**config.mk**
```make
export PLATFORM = sky130hd
export DESIGN_NAME = aud_codec_emu
export DESIGN_NICKNAME = d
export VERILOG_FILES = /design/src/rtl/aud_codec_emu.sv
export SDC_FILE = /design/constraint.sdc
export NUM_CORES = 1
export LEC_CHECK = 0
export BUFFER_PORTS_ARGS = -buffer_cell sky130_fd_sc_hd__buf_4
export CORE_MARGIN = 4
export CORE_UTILIZATION = 45
export DETAILED_ROUTE_END_ITERATION = 8
export GPL_TIMING_DRIVEN = 0
export PLACE_DENSITY = 0.66
export REMOVE_ABC_BUFFERS = 1
export SKIP_LAST_GASP = 1
export SLEW_MARGIN = 10
export SYNTH_ARGS = -nofsm -noshare
export SYNTH_HDL_FRONTEND = slang
export SYNTH_SLANG_ARGS = --single-unit
```
**constraint.sdc**
```tcl
create_clock -name i_clk -period 3 [get_ports i_clk]
set_input_delay 0.9 -clock i_clk [delete_from_list [all_inputs] [get_ports i_clk]]
set_output_delay 0.9 -clock i_clk [all_outputs]
set_load 0.05 [all_outputs]
```
**src/rtl/aud_codec_emu.sv**
```systemverilog
// I2S codec-side endpoint (WM8731 master mode). Generates BCLK/LRCK, serializes ADC words, and captures DAC words.
// Latency: ADC MSB appears 1 BCLK after the LRCK edge; o_dac_valid is 1 i_clk after the right-LSB BCLK rise.
// Backpressure: none. o_adc_req asks for the next sample pair. Define AUD_CODEC_EMU_LOOPBACK_EN to replay DAC words on ADC.
module aud_codec_emu #(
    parameter int BCLK_DIV = 2,
    parameter int DATA_W   = 16,
    parameter int SLOT_W   = 32
) (
    input  logic              i_clk,
    input  logic              i_rst_n,
    input  logic              i_en,
    input  logic [DATA_W-1:0] i_adc_left,
    input  logic [DATA_W-1:0] i_adc_right,
    output logic              o_adc_req,
    output logic              o_AUD_BCLK,
    output logic              o_AUD_ADCLRCK,
    output logic              o_AUD_DACLRCK,
    output logic              o_AUD_ADCDAT,
    input  logic              i_AUD_DACDAT,
    output logic [DATA_W-1:0] o_dac_left,
    output logic [DATA_W-1:0] o_dac_right,
    output logic              o_dac_valid
);

    localparam int DIV_W = (BCLK_DIV > 1) ? $clog2(BCLK_DIV) : 1;
    localparam int BIT_W = $clog2(2 * SLOT_W);

    typedef enum logic {
        S_IDLE,
        S_RUN
    } state_t;

    state_t            state;
    logic [DIV_W-1:0]  div_cnt;
    logic [BIT_W-1:0]  bit_cnt;
    logic              bclk;
    logic              lrck;
    logic              adcdat;
    logic [DATA_W-1:0] adc_sr_l;
    logic [DATA_W-1:0] adc_sr_r;
    logic [DATA_W-1:0] dac_sr_l;
    logic [DATA_W-1:0] dac_sr_r;
    logic              dac_pend;

    logic              tc;
    logic              rise_stb;
    logic              fall_stb;
    logic [BIT_W-1:0]  cur_b;
    logic              cur_in;
    logic [BIT_W-1:0]  next_cnt;
    logic              next_lrck;
    logic [BIT_W-1:0]  next_b;
    logic              next_in;
    logic [DATA_W-1:0] load_l;
    logic [DATA_W-1:0] load_r;

`ifdef AUD_CODEC_EMU_LOOPBACK_EN
    assign load_l = o_dac_left;
    assign load_r = o_dac_right;
`else
    assign load_l = i_adc_left;
    assign load_r = i_adc_right;
`endif

    // Strobes describe what the coming edge does to BCLK.
    assign tc       = (div_cnt == DIV_W'(BCLK_DIV - 1));
    assign rise_stb = (state == S_RUN) && tc && !bclk;
    assign fall_stb = (state == S_RUN) && tc && bclk;

    // Slot-relative bit index now (for DAC sampling) and after the next fall (for ADC drive).
    assign cur_b     = lrck ? (bit_cnt - BIT_W'(SLOT_W)) : bit_cnt;
    assign cur_in    = (cur_b >= BIT_W'(1)) && (cur_b <= BIT_W'(DATA_W));
    assign next_cnt  = (bit_cnt == BIT_W'(2 * SLOT_W - 1)) ? '0 : bit_cnt + BIT_W'(1);
    assign next_lrck = (next_cnt >= BIT_W'(SLOT_W));
    assign next_b    = next_lrck ? (next_cnt - BIT_W'(SLOT_W)) : next_cnt;
    assign next_in   = (next_b >= BIT_W'(1)) && (next_b <= BIT_W'(DATA_W));

    always_ff @(posedge i_clk or negedge i_rst_n) begin
        if (!i_rst_n) begin
            state       <= S_IDLE;
            div_cnt     <= '0;
            bit_cnt     <= '0;
            bclk        <= 1'b0;
            lrck        <= 1'b0;
            adcdat      <= 1'b0;
            adc_sr_l    <= '0;
            adc_sr_r    <= '0;
            dac_sr_l    <= '0;
            dac_sr_r    <= '0;
            dac_pend    <= 1'b0;
            o_adc_req   <= 1'b0;
            o_dac_left  <= '0;
            o_dac_right <= '0;
            o_dac_valid <= 1'b0;
        end else begin
            o_adc_req   <= 1'b0;
            o_dac_valid <= 1'b0;
            case (state)
                S_IDLE: begin
                    if (i_en) begin
                        state     <= S_RUN;
                        div_cnt   <= '0;
                        bit_cnt   <= '0;
                        lrck      <= 1'b0;
                        adcdat    <= 1'b0;
                        adc_sr_l  <= load_l;
                        adc_sr_r  <= load_r;
                        o_adc_req <= 1'b1;
                    end
                end
                S_RUN: begin
                    if (!i_en) begin
                        // Abort drops the partial frame, including a pending DAC update.
                        state    <= S_IDLE;
                        div_cnt  <= '0;
                        bit_cnt  <= '0;
                        bclk     <= 1'b0;
                        lrck     <= 1'b0;
                        adcdat   <= 1'b0;
                        dac_sr_l <= '0;
                        dac_sr_r <= '0;
                        dac_pend <= 1'b0;
                    end else begin
                        div_cnt <= tc ? '0 : div_cnt + DIV_W'(1);
                        if (tc) begin
                            bclk <= ~bclk;
                        end

                        if (rise_stb && cur_in) begin
                            if (lrck) begin
                                dac_sr_r <= {dac_sr_r[DATA_W-2:0], i_AUD_DACDAT};
                                if (cur_b == BIT_W'(DATA_W)) begin
                                    dac_pend <= 1'b1;
                                end
                            end else begin
                                dac_sr_l <= {dac_sr_l[DATA_W-2:0], i_AUD_DACDAT};
                            end
                        end

                        if (dac_pend) begin
                            dac_pend    <= 1'b0;
                            o_dac_left  <= dac_sr_l;
                            o_dac_right <= dac_sr_r;
                            o_dac_valid <= 1'b1;
                        end

                        if (fall_stb) begin
                            bit_cnt <= next_cnt;
                            lrck    <= next_lrck;
                            if (next_cnt == '0) begin
                                adcdat    <= 1'b0;
                                adc_sr_l  <= load_l;
                                adc_sr_r  <= load_r;
                                o_adc_req <= 1'b1;
                            end else if (next_in) begin
                                if (next_lrck) begin
                                    adcdat   <= adc_sr_r[DATA_W-1];
                                    adc_sr_r <= {adc_sr_r[DATA_W-2:0], 1'b0};
                                end else begin
                                    adcdat   <= adc_sr_l[DATA_W-1];
                                    adc_sr_l <= {adc_sr_l[DATA_W-2:0], 1'b0};
                                end
                            end else begin
                                adcdat <= 1'b0;
                            end
                        end
                    end
                end
                default: state <= S_IDLE;
            endcase
        end
    end

    assign o_AUD_BCLK    = bclk;
    assign o_AUD_ADCLRCK = lrck;
    assign o_AUD_DACLRCK = lrck;
    assign o_AUD_ADCDAT  = adcdat;

endmodule
```
Word level (Yosys, flattened, before mapping) --
Index checks and enable logic that the tools add are counted.
Cells by class: order comparisons 5, muxes and demuxes 55, add/subtract/negate cells 4, equality and inequality tests 13, reduce and logical (&&, ||, !) cells 15, bitwise gates (word level) 2
Operators by type and width (number):
- two-way mux 16 bit | 18
- one-hot mux 16 bit (2 select lines) | 2
- two-way mux 6 bit | 6
- two-way mux 1 bit | 24
- greater-or-equal comparator 6 x 1 -> 1 bit, second input constant | 2
- less-or-equal comparator 6 x 5 -> 1 bit, second input constant | 2
- one-hot mux 6 bit (2 select lines) | 1
- subtractor 6 bit, second input constant | 2
- AND reduction 5 bit | 2
- AND reduction 3 bit | 3
- inequality test 2 x 1 -> 1 bit, second input constant | 4
- one-hot mux 1 bit (2 select lines) | 4
- adder 6 x 1 -> 6 bit, second input constant | 1
- == test 6 x 5 -> 1 bit, second input constant | 1
- == test 6 bit, second input constant | 1
- greater-or-equal comparator 6 bit, second input constant | 1
- logical AND 1 bit | 6
- zero test 6 bit | 1
- inequality test 2 bit, second input constant | 3
- inequality test 3 x 1 -> 1 bit, second input constant | 2
- inequality test 3 x 2 -> 1 bit, second input constant | 2
- AND reduction 2 bit | 2
- NOT 1 bit | 2
- adder 1 bit, second input constant | 1
- zero test 1 bit | 1
Storage, ports and cells: word-level logic and storage cells 109, input port bits 36, output and inout bits 38, register bits after elaboration 110

Longest topological paths before layout --
Gate-level depths: netlist of run 1.
word-level depth 11, gate-level depth with buffers 9, depth with buffers taken out 8

Least setup slack after synthesis of run 1 --
No wires, ideal clock.
path type input to register, start point in i_en, end point reg adc_sr_l[10], data required time 2875 ps, library setup time 125 ps, slack 560 ps, arrival 2315 ps, stages 6, path buffers 2, path through clkbuf_1 -> or2b_2 -> nand2_1 -> a2bb2oi_4 -> buf_6 -> mux2_4
On the way: cells in the longest elaborated chain, start to end 2, elaborated cells between the ends (all ways) 3, those cells by class eq/ne: 2; reduce/logical: 1
Ends and longest elaborated chain:
- from (decl) | RTL line 11 | input logic i_en,
- inequality test 2 bit (no line)
- AND reduction 5 bit (no line) (*)
- to (signal assigned) | RTL line 106 | adc_sr_l <= load_l;
- to (signal assigned) | RTL line 152 | adc_sr_l <= load_l;
- to (signal assigned) | RTL line 161 | adc_sr_l <= {adc_sr_l[DATA_W-2:0], 1'b0};
- to (decl) | RTL line 39 | logic [DATA_W-1:0] adc_sr_l;
Every way passes the cells marked *; elsewhere a longest branch is shown, timed or not. A chain may end at the register's enable or synchronous reset.

Worst setup path after layout of run 1 --
start point reg bit_cnt[0], end point reg adc_sr_l[5]
On the way: cells in the longest elaborated chain, start to end 8, elaborated cells between the ends (all ways) 17, those cells by class add/sub: 2; order compare: 3; eq/ne: 3; mux: 6; reduce/logical: 3
Ends and longest elaborated chain:
- from (decl) | RTL line 35 | logic [BIT_W-1:0] bit_cnt;
- from (signal assigned) | RTL line 148 | bit_cnt <= next_cnt;
- adder 6 x 1 -> 6 bit or == test 6 bit (tied branches) | RTL line 73 | assign next_cnt = (bit_cnt == BIT_W'(2 * SLOT_W - 1)) ? '0 : bit_cnt + BIT_W'(1);
- two-way mux 6 bit (*) | RTL line 73
- subtractor 6 bit or greater-or-equal comparator 6 bit (tied branches) | RTL line 75, 74
- two-way mux 6 bit | RTL line 75 | assign next_b = next_lrck ? (next_cnt - BIT_W'(SLOT_W)) : next_cnt;
- greater-or-equal comparator 6 x 1 -> 1 bit or less-or-equal comparator 6 x 5 -> 1 bit (tied branches) | RTL line 76 | assign next_in = (next_b >= BIT_W'(1)) && (next_b <= BIT_W'(DATA_W));
- logical AND 1 bit | RTL line 76
- inequality test 3 x 1 -> 1 bit (no line)
- AND reduction 5 bit (no line)
Every way passes the cells marked *; elsewhere a longest branch is shown, timed or not. The select of a mux whose other input is x is not followed.

==> results.md, run 1 <==
- Largest net degree at the start of global routing: about 110
- Synth top area cells: dfrtp_1 57%, mux2_2 16%, a22o_1 6.0%
- Setup violators final: 0
- Max Root-Sink Buffers: 2
- Drt total wl: 8.56 mm
- Achievable Freq: 366 MHz
- Worst skew pair latency: around 0.36 ns
- Core Footprint: 0.0104 sq mm
- Die width: approximately 110 microns
- Final instance area: roughly 0.0057 sq mm
- Clock H-tree levels: 3
- Routed Antenna Nets: 0
- Die Footprint: 0.0125 sq mm
- RSZ-0062 raised after global routing: false
- Via density: 5.40
- Clk root buf: clkbuf_8
- Num rows: 37
- CTS Hold Bufs: 0
- Clock transition at path regs: roughly 0.1 ns
- Post-synth EDFFs: 0
- Max-cap violations: 0
- Critical path class: flop to flop
- Syn Area/Cell: 13.8 sq um
- Relative slew slack: 0.347
- Total power: 2.88 mW
- Share of the synthesized area in the top cell type: 0.568
- Chip height: 112 microns
- Min Hold Slack: 0.495 ns
- Ys flop type: dfrtp_1
- Layout overhead on the synthesized area: 16.8%
- Reg2reg end: adc_sr_l[5]$_DFFE_PN0P_
- CP Max Fanout: 16
- Mapped cell area: 0.00484 sq mm
- Final hold violations: 0
- CTS Buf Count: 9
- Worst r2r src: bit_cnt[0]$_DFFE_PN0P_
- DR iter-0 viols: 160
- RePlAce Congestion: 0.790
- Register area: 0.00275 sq mm
- Initial Utilization: 0.465
- Critical Path RT: 3.25 ns
- Max Slew Vio Count: 0
- Crit path DAT: 2.98 ns
- Post-DR wirelength/cell: 15.5 microns
- HPWL Detailed: 5.66 mm
- Via count: 2990
- Yosys cell types: 41
- First-pass GRT wire length: 15.0 mm
- Placed inst area: around 0.0054 sq mm
- Layout fillers: 927
- Worst setup margin: 0.268 ns
- DR DRC count: 0
- Post-Syn Instances: 351
- Diode count: 0
- Clock skew: 0.0162 ns
- R2r worst-path depth: 7
- All-Layer GR Usage: 0.144
- Yosys warns: 0
- Antenna violations before repair: 0
- CTS tree: done
- Tcrit/Tclk final: 0.911
- Pleak: ~2.8 nW
- Sequential fraction of the synthesis area: 0.568
- Yosys reg bits: 110
- PD cells: 509 mW/mm^2
- Worst Tran Pin Value: around 0.98 ns
- DRT Pass-1 Iters: 4
- CP endpoint: adc_sr_l[5]$_DFFE_PN0P_
- R2R Setup Slk: 0.27 ns
- Area of the multi-input gates: roughly 0.0020 sq mm
- Layout cells sized above 1: 0.428
- Worst setup startpoint: bit_cnt[0]$_DFFE_PN0P_
- Status: complete, no violations
- Tmin final: 2.73 ns
- Setup crit end kind: flop
- Synth area leader: dfrtp_1
- FFs w/ async S/R, synth: 1.00
- Worst setup SP type: flop
- Worst min-delay path class: flop to flop
- Vias in the first global route: 3101
- Nets: 454
- Port bufs: 73
- Clock Sink Count: between 100 and 150
- Top-Level Pins: 74
- Overflow after GRT: 0
- Pre-CTS WS: -0.293 ns
- Peak VDD IR: roughly 260 uV
[critical path, cell delays in order (launching register included)]
cell and delay (ns):
dfrtp_1 0.50, ha_1 0.30, xnor2_1 0.24, and2_1 0.17, a221oi_1 0.11, nor3_4 0.36
a2bb2oi_4 0.55, mux2_2 0.40
[synthesized netlist by cell type, types with 2 or more instances]
library cell	n
mux2i_1	4
and4_1	3
nor2_1	7
dfrtp_1	110
a22o_1	33
ha_1	5
nand3_1	4
nor3_1	4
mux2_2	70
a221oi_1	2
buf_6	3
buf_2	7
a21oi_1	4
buf_4	2
a21o_1	3
or3_1	2
nand2_1	17
o21ai_0	8
nand4_1	3
and3_1	2
mux2_4	9
mux2_1	13
inv_1	8
clkbuf_1	10
nor2b_1	2
[metrics by stage]
step	TNS (ns)	utilization	instances
2_1_floorplan	0	-	329
3_3_place_gp	-4.64	0.522	538
3_5_place_dp	-7.67	0.523	538
4_1_cts	0	0.542	554
5_1_grt	0	0.543	554
6_report	0	0.543	554
[sequential cells by signal (all words and copies together), names as in the netlist]
signal / cells
adc_sr_l: 16
state: 1
o_dac_right: 16
adc_sr_r: 16
bit_cnt: 6
o_dac_valid: 1
o_dac_left: 16
dac_pend: 1
o_AUD_ADCDAT: 1
o_adc_req: 1
dac_sr_l: 16
o_AUD_ADCLRCK: 1
o_AUD_BCLK: 1
dac_sr_r: 16
div_cnt: 1
[layout make-up]
cell class | count | area share
timing repair buffer | 73 | 0.0975
clock inverter | 6 | 0.0111
tap | 136 | 0.0301
inverter | 8 | 0.00531
clock buffer | 10 | 0.0226
sequential | 110 | 0.487
multi-input combinational | 211 | 0.347
[power breakdown]
group	total, mW	leakage (nW)	internal, mW	switching, mW
logic	0.351	1.20	0.214	0.138
clock network	0.851	0.0961	0.325	0.526
registers	1.68	1.47	1.61	0.0668
total	2.88	2.76	2.15	0.730
[logic make-up (layout without fill, tap and decap cells)]
family | count (synthesis) | count (layout) | synth area share
buffers and inverters | 30 | 97 | 0.0313
XOR/XNOR | 1 | 1 | 0.00181
AO/OA/AOI/OAI | 57 | 57 | 0.0974
flip-flops | 110 | 110 | 0.568
adder cells (fa/ha/maj) | 5 | 5 | 0.0129
AND/OR/NAND/NOR | 52 | 52 | 0.0592
multiplexers | 96 | 96 | 0.229
[per-layer routing]
metal | GRT usage | wire length [microns] | vias to the layer above
met5 | 0 | 0 | -
met4 | 0.0422 | 75 | 0
met3 | 0.0429 | 558 | 8
met2 | 0.229 | 4020 | 74
met1 | 0.191 | 3910 | 1504
li1 | - | - | 1404
[timing repair]
item | 4_1_cts | 5_1_grt
endpoints found under the hold margin | 0 | 0
buffers inserted | 0 | 0
endpoints found under the setup margin | 30 | 9
gates resized for setup | 1 | 1
[layout by cell type (no fill, tap or decap), types with 3 or more instances in the layout]
master and n:
dfrtp_1 110, buf_4 72, mux2_2 70, a22o_1 33, nand2_1 16, mux2_1 13, mux2_4 9, clkbuf_8 9
inv_1 8, o21ai_0 8, nor2_1 7, ha_1 5, nor3_1 4, mux2i_1 4, nand4_1 3, and4_1 3
nand3_1 3, a21oi_1 3, a21o_1 3
[worst min-delay path by stage]
stage                                  start                        to  slack, ns  cells after the start
global route         adc_sr_l[1]$_DFFE_PN0P_   adc_sr_l[1]$_DFFE_PN0P_       0.52                      1
detailed placement   adc_sr_l[1]$_DFFE_PN0P_   adc_sr_l[1]$_DFFE_PN0P_       0.48                      1
floorplan               dac_pend$_DFFE_PN0P_      dac_pend$_DFFE_PN0P_       0.45                      1
global placement        dac_pend$_DFFE_PN0P_      dac_pend$_DFFE_PN0P_       0.46                      1
CTS                  adc_sr_l[1]$_DFFE_PN0P_   adc_sr_l[1]$_DFFE_PN0P_       0.50                      1
finish              adc_sr_r[13]$_DFFE_PN0P_  adc_sr_r[13]$_DFFE_PN0P_       0.50                      1
Note: power is estimated with default switching activity, not from simulation.
==> run 2: changes to the inputs <==
Settings changed: CORE_UTILIZATION 45 to 51, PLACE_DENSITY 0.66 to 0.76.
Clock period 3 ns to 2.5 ns, I/O delays scaled along.
==> run 2 against run 1 <==
  * Final cell count decreased by 0.54%
  * Worst setup slack worse by 0.16 ns
  * Combinational power increased by 24%
  * Clock skew about the same
  * Largest power group unchanged
==> results.md, run 2 (synthesized netlist as in run 1, its figures left out) <==
- Critical path's slowest cell: dfrtp_2
- Critical path, cell by cell: ha_1, and4_1, nand2_1, a31o_2, nand2_8, mux2_2, mux2_1
- Die Footprint: 0.0111 sq mm (-11%)
- Status: complete, no violations
- Peak VDD IR: 320 uV (+24%)
- Critical Path RT: 2.77 ns (-0.48 ns)
- Layout overhead on the synthesized area: 19.2%
- Area of the multi-input gates: 0.00199 sq mm (+1.2%)
- Layout cells sized above 1: 0.450 (+0.0220)
- Fin util: 0.625 (+0.0820)
- DRT Pass-1 Iters: 4 (unchanged)
- Die width: 105 microns (-5.6%)
- CTS Hold Bufs: 0 (unchanged)
- Final hold violations: 0 (unchanged)
- Clock Sink Count: 110 (unchanged)
- Tcrit/Tclk final: 0.957 (+0.0466)
- Initial Utilization: 0.524 (+0.0592)
- Largest net degree at the start of global routing: 111 (unchanged)
- HPWL Detailed: 5.70 mm (+0.72%)
- Routed Antenna Nets: 0 (unchanged)
- Via density: 5.41 (+0.31%)
- Max Root-Sink Buffers: 2 (unchanged)
- Max Slew Vio Count: 0 (unchanged)
- RSZ-0062 raised after global routing: false
- Total power: 3.61 mW (+26%)
- Nets: 458 (+0.88%)
- Clock H-tree levels: 3 (unchanged)
- Worst setup SP type: flop
- Num rows: 35 (-5.4%)
- Worst Tran Pin Value: 0.978 ns (-0.00140 ns)
- Worst skew pair latency: 0.37 ns (about the same)
- Max-cap violations: 0 (unchanged)
- Drt total wl: 8.66 mm (+1.1%)
- Non-filler instance count after layout: 551 (-0.54%)
- Core Footprint: 0.00924 sq mm (-11%)
- Buf/Inv on CP: 0 (unchanged)
- Worst min-delay path class: input port to asynchronous set/reset pin
- Clock skew: 0.0166 ns (+0.000473 ns)
- Setup crit end kind: flop
- Critical path class: flop to flop
- Most frequent cells in the layout: 108 x dfrtp_1, 73 x buf_4, 70 x mux2_2
- Via count: 2983 (-0.23%)
- Crit-path max cell delay: 0.46 ns (-0.09 ns)
- Vias in the first global route: 3010 (-2.9%)
- First-pass GRT wire length: 14.6 mm (-3.1%)
- PD cells: 626 mW/mm^2 (+23%)
- Top-Level Pins: 74 (unchanged)
- Commonest non-fill, non-tap cell in the layout: dfrtp_1
- DR DRC count: 0 (unchanged)
- All-Layer GR Usage: 0.159 (+0.0157)
- Setup violators final: 0 (unchanged)
- Tmin final: 2.39 ns (-0.339 ns)
- DR iter-0 viols: 162 (+1.3%)
- Overflow after GRT: 0 (unchanged)
- CP Max Fanout: 32 (+16)
- Relative slew slack: 0.348 (+0.000930)
- RePlAce Congestion: 0.893 (+13%)
- Post-DR wirelength/cell: 15.7 microns (+1.6%)
- Port bufs: 73 (unchanged)
- Antenna violations before repair: 0 (unchanged)
- Register area: 0.00276 sq mm (about the same)
- CTS Buf Count: 9 (unchanged)
- Pleak: 2.81 nW (+1.7%)
- Clock transition at path regs: 0.12 ns (+0.02 ns)
- Crit path max-delay family: multiplexers
- Inst Count DP: 532 (-1.1%)
- Diode count: 0 (unchanged)
- Min Hold Slack: 0.462 ns (-0.0332 ns)
- Crit path DAT: 2.66 ns (-0.32 ns)
- Achievable Freq: 418 MHz (+14%)
- Layout fillers: 731 (-21%)
- Clk root buf: clkbuf_8
- CTS tree: done
- Chip height: 105 microns (-5.6%)
## run 2: layout make-up
type	count	area share
clock inverter	7	0.0173
sequential	110	0.477
multi-input combinational	211	0.344
clock buffer	9	0.0214
inverter	8	0.00520
timing repair buffer	77	0.107
tap	129	0.0279
## run 2: per-layer routing
layer | up-vias | track usage | share of wire
li1 | 1403 | - | -
met1 | 1489 | 0.218 | 0.45
met2 | 80 | 0.250 | 0.48
met3 | 11 | 0.0392 | 0.063
met4 | 0 | 0.0534 | 0.012
met5 | - | 0 | 0
## run 2: metrics by stage
step / cell area [sq um] / setup WS [ns] / setup TNS [ns]
5_1_grt: 5780 / 0.00138 / 0
6_report: 5780 / 0.107 / 0
4_1_cts: 5750 / 0.00626 / 0
3_5_place_dp: 5460 / -0.716 / -20.05
2_1_floorplan: 4720 / -0.230 / -6.11
3_3_place_gp: 5430 / -0.620 / -27.86
## run 2: where the power goes
| part | switching (mW) | internal, mW | leakage, nW |
|---|---|---|---|
| clock network | 0.668 | 0.499 | 0.112 |
| registers | 0.0818 | 1.93 | 1.46 |
| logic | 0.168 | 0.266 | 1.24 |
| total | 0.918 | 2.70 | 2.81 |
## run 2: final timing paths
check	start	end	slack, ns	cells after the start
worst max-delay path	bit_cnt[0]$_DFFE_PN0P_	adc_sr_l[2]$_DFFE_PN0P_	0.11	7
worst min-delay path	i_rst_n	o_dac_right[11]$_DFFE_PN0P_	0.46	1
worst max register to register	bit_cnt[0]$_DFFE_PN0P_	adc_sr_l[2]$_DFFE_PN0P_	0.11	7
worst min register to register	adc_sr_l[1]$_DFFE_PN0P_	adc_sr_l[1]$_DFFE_PN0P_	0.49	1
max in group asynchronous	i_rst_n	bit_cnt[1]$_DFFE_PN0P_	1.29	1
min in group i_clk	adc_sr_l[1]$_DFFE_PN0P_	adc_sr_l[1]$_DFFE_PN0P_	0.49	1
## run 2: repair_timing
action                     CTS  global route
gates resized for setup      3             7
pin swaps                    2             1
setup buffers                3             0
setup endpoints to repair   32            64
